`config.mk`:
```
export PLATFORM = sky130hd
export DESIGN_NAME = wb_arbiter_flat
export DESIGN_NICKNAME = d
export VERILOG_FILES = /design/src/rtl/wb_arbiter_pkg.sv /design/src/rtl/wb_arbiter_if.sv /design/src/rtl/wb_arbiter_rr_arb2.sv /design/src/rtl/wb_arbiter.sv /design/src/flat_wrapper.sv
export SDC_FILE = /design/constraint.sdc
export NUM_CORES = 1
export LEC_CHECK = 0
export ABC_AREA = 1
export CAP_MARGIN = 20
export CORE_ASPECT_RATIO = 0.7
export CORE_UTILIZATION = 43
export CTS_CLUSTER_DIAMETER = 200
export DETAILED_ROUTE_END_ITERATION = 16
export HOLD_SLACK_MARGIN = 0.1
export PLACE_DENSITY = 0.93
export SLEW_MARGIN = 20
export SYNTH_ARGS = -nofsm -noshare
export SYNTH_HDL_FRONTEND = slang
export SYNTH_SLANG_ARGS = --single-unit
```
`constraint.sdc`:
```
create_clock -name clk -period 3.24 [get_ports clk]
set_input_delay 0.648 -clock clk [delete_from_list [all_inputs] [get_ports clk]]
set_output_delay 0.648 -clock clk [all_outputs]
set_load 0.01 [all_outputs]
```
`src/rtl/wb_arbiter_pkg.sv`:
```
// Shared widths and requester identifiers for the write-back arbiter slice.
package wb_arbiter_pkg;

  localparam int XLEN = 32;
  localparam int AW   = 5;
  localparam int NREG = 1 << AW;

  typedef enum logic {
    REQ_ALU = 1'b0,
    REQ_MEM = 1'b1
  } req_idx_t;

  function automatic req_idx_t other_req(input req_idx_t r);
    return (r == REQ_ALU) ? REQ_MEM : REQ_ALU;
  endfunction

endpackage

```
`src/rtl/wb_arbiter_if.sv`:
```
// Bundle of requester, scoreboard and register-file signals around wb_arbiter.
interface wb_arbiter_if #(
  parameter int XLEN = wb_arbiter_pkg::XLEN,
  parameter int AW   = wb_arbiter_pkg::AW
);
  localparam int NUM_REGS = 1 << AW;

  logic                req0_valid;
  logic [AW-1:0]       req0_addr;
  logic [XLEN-1:0]     req0_data;
  logic                req0_ready;

  logic                req1_valid;
  logic [AW-1:0]       req1_addr;
  logic [XLEN-1:0]     req1_data;
  logic                req1_ready;

  logic                alloc_valid;
  logic [AW-1:0]       alloc_addr;
  logic [AW-1:0]       rs1_addr;
  logic [AW-1:0]       rs2_addr;
  logic                rs1_busy;
  logic                rs2_busy;
  logic [NUM_REGS-1:0] busy_vec;

  logic                RegWrite;
  logic [AW-1:0]       Wt_addr;
  logic [XLEN-1:0]     Wt_data;
  logic                grant_last;

  modport master (
    output req0_valid, req0_addr, req0_data,
    input  req0_ready,
    output req1_valid, req1_addr, req1_data,
    input  req1_ready,
    output alloc_valid, alloc_addr, rs1_addr, rs2_addr,
    input  rs1_busy, rs2_busy, busy_vec,
    input  RegWrite, Wt_addr, Wt_data, grant_last
  );

  modport slave (
    input  req0_valid, req0_addr, req0_data,
    output req0_ready,
    input  req1_valid, req1_addr, req1_data,
    output req1_ready,
    input  alloc_valid, alloc_addr, rs1_addr, rs2_addr,
    output rs1_busy, rs2_busy, busy_vec,
    output RegWrite, Wt_addr, Wt_data, grant_last
  );

endinterface

```
`src/rtl/wb_arbiter_rr_arb2.sv`:
```
// Two-way round-robin arbiter: combinational ready, registered priority pointer.
module rr_arb2
  import wb_arbiter_pkg::*;
(
  input  logic       clk,
  input  logic       rst,
  input  logic [1:0] valid,
  output logic [1:0] ready,
  output req_idx_t   grant_last
);

  req_idx_t ptr_q;
  req_idx_t granted;
  logic     handshake;

  always_comb begin
    ready = '0;
    if (valid[0] && (!valid[1] || ptr_q == REQ_ALU)) begin
      ready[0] = 1'b1;
    end else if (valid[1]) begin
      ready[1] = 1'b1;
    end
  end

  assign handshake = |(valid & ready);
  assign granted   = ready[1] ? REQ_MEM : REQ_ALU;

  always_ff @(posedge clk or posedge rst) begin
    if (rst) begin
      ptr_q      <= REQ_ALU;
      grant_last <= REQ_ALU;
    end else if (handshake) begin
      ptr_q      <= other_req(granted);
      grant_last <= granted;
    end
  end

endmodule

```
`src/rtl/wb_arbiter.sv`:
```
// Write-back arbiter for the register file: owns the write port and tracks
// registers awaiting a long-latency result.
module wb_arbiter #(
  parameter int XLEN = wb_arbiter_pkg::XLEN,
  parameter int AW   = wb_arbiter_pkg::AW
) (
  input logic         clk,
  input logic         rst,
  wb_arbiter_if.slave bus
);
  import wb_arbiter_pkg::*;

  localparam int NUM_REGS = 1 << AW;

  logic [1:0]          valid;
  logic [1:0]          ready;
  logic                hs0;
  logic                hs1;
  req_idx_t            grant_last_q;

  logic [AW-1:0]       sel_addr;
  logic [XLEN-1:0]     sel_data;

  logic                reg_write_q;
  logic [AW-1:0]       wt_addr_q;
  logic [XLEN-1:0]     wt_data_q;

  logic [NUM_REGS-1:0] busy_q;
  logic [NUM_REGS-1:0] busy_d;

  assign valid = {bus.req1_valid, bus.req0_valid};

  rr_arb2 u_arb (
    .clk        (clk),
    .rst        (rst),
    .valid      (valid),
    .ready      (ready),
    .grant_last (grant_last_q)
  );

  assign bus.req0_ready = ready[0];
  assign bus.req1_ready = ready[1];
  assign hs0            = valid[0] & ready[0];
  assign hs1            = valid[1] & ready[1];

  always_comb begin
    sel_addr = bus.req0_addr;
    sel_data = bus.req0_data;
    if (hs1) begin
      sel_addr = bus.req1_addr;
      sel_data = bus.req1_data;
    end
  end

  // A grant to x0 still consumes the slot but must never reach the regfile.
  always_ff @(posedge clk or posedge rst) begin
    if (rst) begin
      reg_write_q <= 1'b0;
      wt_addr_q   <= '0;
      wt_data_q   <= '0;
    end else if (hs0 || hs1) begin
      reg_write_q <= (sel_addr != '0);
      wt_addr_q   <= sel_addr;
      wt_data_q   <= sel_data;
    end else begin
      reg_write_q <= 1'b0;
    end
  end

  // Set is applied after clear so a same-edge alloc keeps the register busy.
  always_comb begin
    busy_d = busy_q;
    if (hs1) begin
      busy_d[bus.req1_addr] = 1'b0;
    end
    if (bus.alloc_valid) begin
      busy_d[bus.alloc_addr] = 1'b1;
    end
    busy_d[0] = 1'b0;
  end

  always_ff @(posedge clk or posedge rst) begin
    if (rst) begin
      busy_q <= '0;
    end else begin
      busy_q <= busy_d;
    end
  end

  assign bus.rs1_busy   = (bus.rs1_addr != '0) && busy_q[bus.rs1_addr];
  assign bus.rs2_busy   = (bus.rs2_addr != '0) && busy_q[bus.rs2_addr];
  assign bus.busy_vec   = busy_q;
  assign bus.RegWrite   = reg_write_q;
  assign bus.Wt_addr    = wt_addr_q;
  assign bus.Wt_data    = wt_data_q;
  assign bus.grant_last = grant_last_q;

endmodule

```
`src/flat_wrapper.sv`:
```
// flat-port wrapper written by rule: the top's interface ports become plain ports
module wb_arbiter_flat import wb_arbiter_pkg::*;
#(
  parameter int XLEN = wb_arbiter_pkg::XLEN,
  parameter int AW   = wb_arbiter_pkg::AW
)
  (clk, rst, bus_req0_valid, bus_req0_addr, bus_req0_data, bus_req0_ready, bus_req1_valid, bus_req1_addr, bus_req1_data, bus_req1_ready, bus_alloc_valid, bus_alloc_addr, bus_rs1_addr, bus_rs2_addr, bus_rs1_busy, bus_rs2_busy, bus_busy_vec, bus_RegWrite, bus_Wt_addr, bus_Wt_data, bus_grant_last);
  wb_arbiter_if #(.XLEN(XLEN), .AW(AW)) bus_i ();
  input logic clk;
  input logic rst;
  input wire logic [$bits(bus_i.req0_valid)-1:0] bus_req0_valid;
  input wire logic [$bits(bus_i.req0_addr)-1:0] bus_req0_addr;
  input wire logic [$bits(bus_i.req0_data)-1:0] bus_req0_data;
  output wire logic [$bits(bus_i.req0_ready)-1:0] bus_req0_ready;
  input wire logic [$bits(bus_i.req1_valid)-1:0] bus_req1_valid;
  input wire logic [$bits(bus_i.req1_addr)-1:0] bus_req1_addr;
  input wire logic [$bits(bus_i.req1_data)-1:0] bus_req1_data;
  output wire logic [$bits(bus_i.req1_ready)-1:0] bus_req1_ready;
  input wire logic [$bits(bus_i.alloc_valid)-1:0] bus_alloc_valid;
  input wire logic [$bits(bus_i.alloc_addr)-1:0] bus_alloc_addr;
  input wire logic [$bits(bus_i.rs1_addr)-1:0] bus_rs1_addr;
  input wire logic [$bits(bus_i.rs2_addr)-1:0] bus_rs2_addr;
  output wire logic [$bits(bus_i.rs1_busy)-1:0] bus_rs1_busy;
  output wire logic [$bits(bus_i.rs2_busy)-1:0] bus_rs2_busy;
  output wire logic [$bits(bus_i.busy_vec)-1:0] bus_busy_vec;
  output wire logic [$bits(bus_i.RegWrite)-1:0] bus_RegWrite;
  output wire logic [$bits(bus_i.Wt_addr)-1:0] bus_Wt_addr;
  output wire logic [$bits(bus_i.Wt_data)-1:0] bus_Wt_data;
  output wire logic [$bits(bus_i.grant_last)-1:0] bus_grant_last;
  assign bus_i.req0_valid = bus_req0_valid;
  assign bus_i.req0_addr = bus_req0_addr;
  assign bus_i.req0_data = bus_req0_data;
  assign bus_req0_ready = bus_i.req0_ready;
  assign bus_i.req1_valid = bus_req1_valid;
  assign bus_i.req1_addr = bus_req1_addr;
  assign bus_i.req1_data = bus_req1_data;
  assign bus_req1_ready = bus_i.req1_ready;
  assign bus_i.alloc_valid = bus_alloc_valid;
  assign bus_i.alloc_addr = bus_alloc_addr;
  assign bus_i.rs1_addr = bus_rs1_addr;
  assign bus_i.rs2_addr = bus_rs2_addr;
  assign bus_rs1_busy = bus_i.rs1_busy;
  assign bus_rs2_busy = bus_i.rs2_busy;
  assign bus_busy_vec = bus_i.busy_vec;
  assign bus_RegWrite = bus_i.RegWrite;
  assign bus_Wt_addr = bus_i.Wt_addr;
  assign bus_Wt_data = bus_i.Wt_data;
  assign bus_grant_last = bus_i.grant_last;
  wb_arbiter #(.XLEN(XLEN), .AW(AW)) u_core (.clk(clk), .rst(rst), .bus(bus_i));
endmodule
```
# After elaboration in Yosys (flattened, before gate mapping)
# Cells that the tools add are included.
totals:
  regBits: 71
  romBits: 0
  mem_count: 0
  latch_bits: 0
  input_bits: 94
  output_inout_bits: 75
  ramBits: 0
  wordCells: 49
op_classes:
  n_eq_ne: 0
  shift: 0
  n_reduce_logical: 12
  order_cmp: 6
  n_div: 0
  add_sub_neg: 0
  n_bitwise: 7
  multipliers: 0
  mux: 18
op_table:
  columns: ["op", "count"]
  rows:
  - ["32-bit 2-to-1 mux", 3]
  - ["32-bit bitwise AND", 1]
  - ["32-bit inverter", 1]
  - ["32-bit bitwise OR", 1]
  - ["5-bit by 6-bit < comparator with 1-bit output (second input constant)", 4]
  - ["5-bit nonzero test", 3]
  - ["1-bit binary-select mux with 5-bit select", 2]
  - ["1-bit demux with 5-bit select", 2]
  - ["5-bit by 1-bit greater-or-equal comparator with 1-bit output (second input constant)", 2]
  - ["1-bit 2-to-1 mux", 10]
  - ["1-bit logical AND", 5]
  - ["5-bit 2-to-1 mux", 1]
  - ["1-bit bitwise AND", 2]
  - ["2-bit bitwise AND", 1]
  - ["1-bit logical OR", 2]
  - ["2-bit OR reduction", 1]
  - ["1-bit logical NOT", 1]
  - ["1-bit inverter", 1]

# Longest topological paths before layout
# Gate-level depths: netlist (run 1).
logic_depth:
  ltp_word: 9
  depth_mapped: 12
  ltp_nobuf: 11

# By module
# From an unflattened synthesis (run 1), not the netlist that was laid out.
unflattened:
  cells_unflattened: 538
  hier_area_um2: 3882.5
by_module_without_submodules:
  columns: ["mod", "cells_each", "area_per_inst_um2", "n_inst", "seq_area_each_um2"]
  rows:
  - ["wb_arbiter", 527, 3783.6, 1, 1726.7]
  - ["rr_arb2", 11, 98.8, 1, 50.0]

# Least setup slack after synthesis (run 1)
# OpenSTA, ideal clock, no wires.
synth_timing:
  kind: "input -> output"
  start: "input port bus_rs1_addr[0]"
  end: "output port bus_rs1_busy"
  arrival_time_ns: 1.511
  slack_ns: 1.081
  required_ns: 2.592
  path_stages: 12
  path_buffers: 2
  path_cell_list: "buf_2 -> inv_1 -> buf_4 -> nand2_1 -> nand3_1 -> nand2_1 -> nand2_1 -> nand2_1 -> inv_1 -> nand2_1 -> nand2_1 -> nand2_1"
synth_via:
  elab_chain_len: 3
  word_cells_on_any_way: 4
synth_lines:
  columns: ["element", "line_no", "text"]
  rows:
  - ["start: declaration", "flat_wrapper.sv:21", "input wire logic [$bits(bus_i.rs1_addr)-1:0] bus_rs1_addr;"]
  - ["1-bit binary-select mux with 5-bit select", "wb_arbiter.sv:90", "assign bus.rs1_busy = (bus.rs1_addr != '0) && busy_q[bus.rs1_addr];"]
  - ["1-bit 2-to-1 mux (implied by the code)", "wb_arbiter.sv:90", null]
  - ["1-bit logical AND *", "wb_arbiter.sv:90", null]
  - ["end: declaration", "flat_wrapper.sv:23", "output wire logic [$bits(bus_i.rs1_busy)-1:0] bus_rs1_busy;"]
# Every way passes the cells marked *; elsewhere a longest branch is shown, timed or not. The select of a mux whose other input is x is not followed.

# Worst setup path after layout (run 1)
layout_timing:
  start: "input port bus_rs1_addr[1]"
  end: "output port bus_rs1_busy"
# The elaborated chain is that of the path after synthesis.

==> results.cfg, run 1 <==
[run_status]
outcome = completed

[synthesis]
seq_area_frac_synth_pct = 46.24
netlist_area_sq_mm = 0.003842
avgSynthCellArea_sq_um = 7.025
syn-instance-count = 547
synth_cell_types = 18
synth_seq_cells = 71
yosys_warnings = 0
synth_nets = 641

[sta]
post-route-period-util_pct = 95.36
setup-violations-final = 0
setup_ws_ps = 150.4
rsz0062_at_grt = no
worst_pin_slew_ps = 515.4
fmax_mhz = 323.7
setup_tns_ps = 0
relSlewSlack_pct = 65.59
slew_viol_final = 0
min_period_ps = 3090
fin_skew_ps = 6.641
hold_viol_final = 0

[final_layout]
multiInputGateArea_sq_mm = 0.001742
nFillCells = 692
design_area_sq_mm = 0.005928
seq_area_sq_mm = 0.001777
final_nets = 810
diodes = 0
area_growth_pct = 54.28
layout-drive-gt1-share_pct = 4.451

[setup_path]
critPathTopFamily = buffers and inverters
r2r_cells = 8
cp_max_fo = 8
path_cells = clkdlybuf4s50_1 > inv_1 > nand3_1 > nand2_1 > nand2_1 > nand2_1 > inv_1 > nand2_1 > nand2_1 > nand2_1 > clkdlybuf4s50_1
reg2reg_from = u_core.u_arb.ptr_q$_DFFE_PP0P_
crit_arrival_ps = 2440
r2r_end = u_core.bus.busy_vec[18]$_DFF_PP0_
crit_top_cell = nand2_1
worstSetupPathType = in -> out
rrSetupSlack_ps = 1500
cp_num_cells = 11
critical_path_required_ps = 2590
crit_path_top_delay_cell = clkdlybuf4s50_1
crit_path_end_kind = primary output
worst_setup_path_start_kind = primary input
slowest_delay_ps = 530
crit_buf_inv = 4

[clocking]
cts_num_sinks = 71
cts_setup_buffers = 0
clk_latency_ps = 330
clock-root-buffer = clkbuf_16
clockBufferDepth = 2
clk_pin_slew_ps = 50
numCtsBuffers = 9
htreeDepth = 3
holdBufCountCts = 0
cts_tree = done
ctsResizeCount = 0

[die]
die_w_um = 115.0
die_h_um = 81.09
dieArea_sq_mm = 0.009324
rows = 28
top_level_ports = 169
core_sq_mm = 0.008548
start_util_pct = 44.95

[power_and_ir_drop]
ir_drop_mv = 0.4391
leakage_uw = 0.002766
p_per_area_mw_per_mm2 = 513.3

[global_route]
antenna_found_initial = 0
grt_pass1_vias = 4454
grt_pass1_wl_um = 21690
grt_max_degree = 50
track_usage_pct = 30.59
grt_remaining_overflow = 0

[drt]
postRouteAntennaNets = 0
drc = 0
drt_iter0_markers = 401
routed-via-count = 4434
firstDrtPassIters = 5
vias_per_cell = 5.285
wirelength_um = 13590
wire_per_inst_um = 16.20

[placed_design]
dpl_cell_area_sq_mm = 0.005634
place_ws_ps = 105.1
portBuffers = 167
gp_congestion = 0.9077
dp_hpwl_um = 10160

[worst_hold_path]
hold_path.class = reg -> reg
holdPathEnd = u_core.u_arb.ptr_q$_DFFE_PP0P_
hold_path_depth = 2
hold_start = u_core.u_arb.ptr_q$_DFFE_PP0P_

[job]
cap_violations = 0
-- layout by cell type (no fill, tap or decap), types with 2 or more instances in the layout --
cell	count
inv_1	53
buf_4	6
clkdlybuf4s50_1	165
o21ai_0	50
clkbuf_8	2
nand3_4	2
nand3_1	86
nand2_2	2
nor2_1	10
dlymetal6s2s_1	2
nor3_1	4
clkbuf_16	9
o21ai_1	20
nand2_1	222
clkinvlp_4	2
dfrtp_1	71
clkbuf_1	2
buf_6	2
inv_2	2
-- state kept, by name, summed over array words and instances, names as in the netlist --
name                     count
u_core.bus.RegWrite          1
u_core.bus.busy_vec         31
u_core.u_arb.ptr_q           1
u_core.bus.Wt_data          32
u_core.u_arb.grant_last      1
u_core.bus.Wt_addr           5
-- per-stage QoR --
| step | utilization (%) | instances | hold WS, ps | power [uW] |
|---|---|---|---|---|
| 2_1_floorplan | - | 547 | 442.2 | 1563 |
| 3_3_place_gp | 65.91 | 823 | 456.1 | 2109 |
| 3_5_place_dp | 65.91 | 823 | 473.7 | 2139 |
| 4_1_cts | 69.01 | 837 | 490.6 | 3045 |
| 5_1_grt | 69.35 | 839 | 513.0 | 3204 |
| 6_report | 69.35 | 839 | 492.7 | 3043 |
-- cell families (layout without fill, tap and decap cells) --
kind of cell / Yosys count / in the layout / synth area share (%)
flops: 71 / 71 / 46.24
other cells: 1 / 1 / 0.09759
compound gates: 70 / 70 / 9.118
simple gates: 328 / 328 / 36.05
buf+inv: 77 / 249 / 8.499
-- cells in the mapped netlist --
cell,count,area (sq um)
buf_2,6,30.03
buf_4,6,45.04
buf_6,1,11.26
clkbuf_1,7,26.28
clkinv_1,1,3.750
conb_1,1,3.750
dfrtp_1,71,1777
inv_1,55,206.5
inv_2,1,3.750
nand2_1,222,833.3
nand2_2,2,12.51
nand3_1,86,430.4
nand3_4,2,35.03
nand4_2,1,12.51
nor2_1,11,41.29
nor3_1,4,20.02
o21ai_0,50,250.2
o21ai_1,20,100.1
-- worst max-delay path by stage --
stage                          from                             to  slack [ps]
detailed placement  bus_rs2_addr[0]                   bus_rs2_busy         110
global placement    bus_rs2_addr[0]                   bus_rs2_busy         140
CTS                 bus_rs2_addr[0]                   bus_rs2_busy         100
finish              bus_rs1_addr[1]                   bus_rs1_busy         150
floorplan                       rst  u_core.bus.RegWrite$_DFF_PP0_         800
global route        bus_rs1_addr[2]                   bus_rs1_busy          30
-- tightest hold or removal path, delay by kind of cell, from the launching register on --
kind             cells  cell delay [ps]
flip-flops           1              350
AND/OR/NAND/NOR      2              110
-- power by group --
group	leakage, uW	total (uW)	switching, uW	internal [uW]
clock network	0.000132	894	344	550
logic	0.00178	978	477	501
registers	0.000857	1170	132	1040
total	0.00277	3040	954	2090
-- routing by layer --
metal / vias to the layer above / track usage, % / wire (um)
li1: 2079 / - / -
met1: 2065 / 37.83 / 5590
met2: 257 / 51.81 / 6278
met3: 33 / 7.313 / 1437
met4: 0 / 12.73 / 284
met5: - / 0 / 0
-- final cells by class --
class | instances | share of cell area [%]
Tap cell | 120 | 2.533
Multi-Input combinational cell | 399 | 29.38
Timing Repair inverter | 1 | 0.1266
Clock buffer | 13 | 4.390
Inverter | 57 | 3.672
Timing Repair Buffer | 177 | 29.84
Sequential cell | 71 | 29.97
Clock inverter | 1 | 0.08442
(Power assumes the default switching activity.)
==> run 2: changes to the inputs <==
Settings changed: SYNTH_HIERARCHICAL from default to 1.
==> run 2 against run 1 <==
Synthesized cell count fell by 1.6%. Sequential power increased by 5%. Largest cell class unchanged. Clock power grew 2.6%. Hold slack worse by 11 ps.
==> results.cfg, run 2 <==
[sta]
relSlewSlack_pct = 55.51
setup-violations-final = 0
post-route-period-util_pct = 95.54
slew_viol_final = 0
whs_ps = 482.1
fin_skew_ps = 6.199
fmax_mhz = 323.0
min_period_ps = 3096
worst_pin_slew_ps = 666.4
setup_tns_ps = 0
rsz0062_at_grt = no
hold_viol_final = 0

[drt]
postRouteAntennaNets = 0
vias_per_cell = 5.452
firstDrtPassIters = 6
wire_per_inst_um = 16.54
routed-via-count = 4514
drt_iter0_markers = 510
wirelength_um = 13690
drc = 0

[synthesis]
yosys_warnings = 6
synth_ff_type = dfrtp_1
synth_edf_count = 0
synth_compound_area_share_pct = 17.98
yosys-top-cells-count = nand2_1 (143), o21ai_0 (125), dfrtp_1 (71), nand3_1 (60), inv_1 (47)
synth_top_family_by_area = simple AND/OR/NAND/NOR gates
avgSynthCellArea_sq_um = 7.216
synthSimpleGateAreaFrac_pct = 27.20
ys_top_cells_by_area = dfrtp_1 (46%), o21ai_0 (16%), nand2_1 (14%)
synth_largest_area_cell = dfrtp_1
synth_nets = 632
synthMostInstantiatedCell = nand2_1
seq_area_frac_synth_pct = 45.76
synth-xor-area-share_pct = 0
synthArstFlopShare_pct = 100.0
netlist_area_sq_mm = 0.003882
synthAdderAreaFrac_pct = 0
synth_mux_area_share_pct = 0
synth_seq_cells = 71
synth_cell_types = 24
synth_top_area_share_pct = 45.76
syn-instance-count = 538

[setup_path]
critical_path_required_ps = 2590
cp_max_fo = 6
r2r_end = u_core/bus.Wt_addr[4]$_DFFE_PP0P_
r2r_cells = 6
crit_path_end_kind = primary output
reg2reg_from = u_core/u_arb/ptr_q$_DFFE_PP0P_
worstSetupPathType = in -> out
worst_setup_path_start_kind = primary input
startpoint = bus_rs1_addr[1]
endpoint = bus_rs1_busy
crit_arrival_ps = 2450
rrSetupSlack_ps = 990

[clocking]
numCtsBuffers = 9
htreeDepth = 3
clk_latency_ps = 330
cts_tree = done
cts_num_sinks = 71
clock-root-buffer = clkbuf_16
clk_pin_slew_ps = 50
holdBufCountCts = 0
clockBufferDepth = 2
cts_setup_buffers = 0

[global_route]
busiest_layer = met2
antenna_found_initial = 0
track_usage_pct = 30.38
met2_usage_pct = 49.58
grt_pass1_vias = 4347
grtUsageMet1_pct = 39.49
grt_max_degree = 40
grt_use_met3_pct = 8.339
grt_remaining_overflow = 0
grt_pass1_wl_um = 21620

[final_layout]
mostFrequentLayoutCell = clkdlybuf4s50_1
seq_area_sq_mm = 0.001777
area_growth_pct = 52.40
diodes = 0
final_nets = 798
design_area_sq_mm = 0.005917
largest_reg_flops = 32
layout_common_cells = clkdlybuf4s50_1 (166), nand2_1 (143), o21ai_0 (125)
fin_util_pct = 68.66
layout-drive-gt1-share_pct = 4.944
nFillCells = 705
multiInputGateArea_sq_mm = 0.001758

[power_and_ir_drop]
p_per_area_mw_per_mm2 = 554.4
ir_drop_mv = 0.3802
p_total_uw = 3280
leakage_uw = 0.002670

[placed_design]
dp_hpwl_um = 10270
dpl_cell_area_sq_mm = 0.005633
gp_congestion = 0.8966
portBuffers = 167

[job]
cap_violations = 0

[die]
top_level_ports = 169
die_h_um = 81.50
core_sq_mm = 0.008618
dieArea_sq_mm = 0.009419
die_w_um = 115.6
rows = 28
start_util_pct = 45.05

[worst_hold_path]
hold_path_depth = 2
hold_path.class = reg -> reg

[run_status]
outcome = completed
## run 2: cells by family (layout without fill, tap and decap cells)
group / after synthesis / in the layout
compound gates: 138 / 138
simple gates: 254 / 254
other cells: 1 / 1
flops: 71 / 71
buf+inv: 74 / 244
## run 2: worst max-delay path: stages
cell and delay (ps):
clkdlybuf4s50_1 480, inv_1 260, nand3_1 120, nand2_1 90, nand2_1 50, nand2_1 70, inv_1 40, nand2_1 50
nand2_1 40, nand2_1 50, clkdlybuf4s50_1 530
## run 2: stage by stage
stage                     setup WS (ps)  instances
after floorplan                   852.1        538
after global placement            136.4        813
after detailed placement          133.9        813
after CTS                         132.4        828
after global routing              27.01        828
final                             144.5        828
## run 2: what timing repair did
| action | 4_1_cts | 5_1_grt |
|---|---|---|
| setup endpoints to repair | 0 | 2 |
| hold endpoints to repair | 0 | 0 |
| gates resized for setup | 0 | 2 |
## run 2: how the worst min path moves through the flow
stage | start | endpoint | slack, ps
after floorplan | rst | u_core/u_arb/grant_last$_DFFE_PP0P_ | 390
after global placement | u_core/bus.Wt_addr[1]$_DFFE_PP0P_ | u_core/bus.Wt_addr[1]$_DFFE_PP0P_ | 460
after detailed placement | u_core/bus.Wt_addr[2]$_DFFE_PP0P_ | u_core/bus.Wt_addr[2]$_DFFE_PP0P_ | 470
after CTS | u_core/bus.Wt_addr[2]$_DFFE_PP0P_ | u_core/bus.Wt_addr[2]$_DFFE_PP0P_ | 480
after global routing | u_core/bus.Wt_data[0]$_DFFE_PP0P_ | u_core/bus.Wt_data[0]$_DFFE_PP0P_ | 500
final | u_core/bus.Wt_addr[2]$_DFFE_PP0P_ | u_core/bus.Wt_addr[2]$_DFFE_PP0P_ | 480
## run 2: power breakdown
part	internal (uW)	total (uW)	leakage [uW]	switching [uW]
sequential	1080	1230	0.000851	152
combinational	585	1130	0.00168	546
clock	577	917	0.000136	340
total	2240	3280	0.00267	1040
## run 2: area by class of cell
class	instances	area share, %
Clock buffer	15	4.694
Inverter	51	3.278
Multi-Input combinational cell	393	29.71
Sequential cell	71	30.03
Tap cell	120	2.538
Timing Repair Buffer	178	29.75
## run 2: metal layers
metal | share of wire, % | up-vias | wire [um]
met4 | 1.5 | 0 | 210
met1 | 43 | 2146 | 5922
met2 | 46 | 258 | 6339
met3 | 8.9 | 23 | 1220
li1 | - | 2087 | -
met5 | 0 | - | 0
==> run 3: changes to the inputs <==
Settings changed: CTS_CLUSTER_DIAMETER 200 to default, SYNTH_HIERARCHICAL 1 to default.
==> results of run 3 <==
Final layout, timing and power as in run 1 (identical DEF).
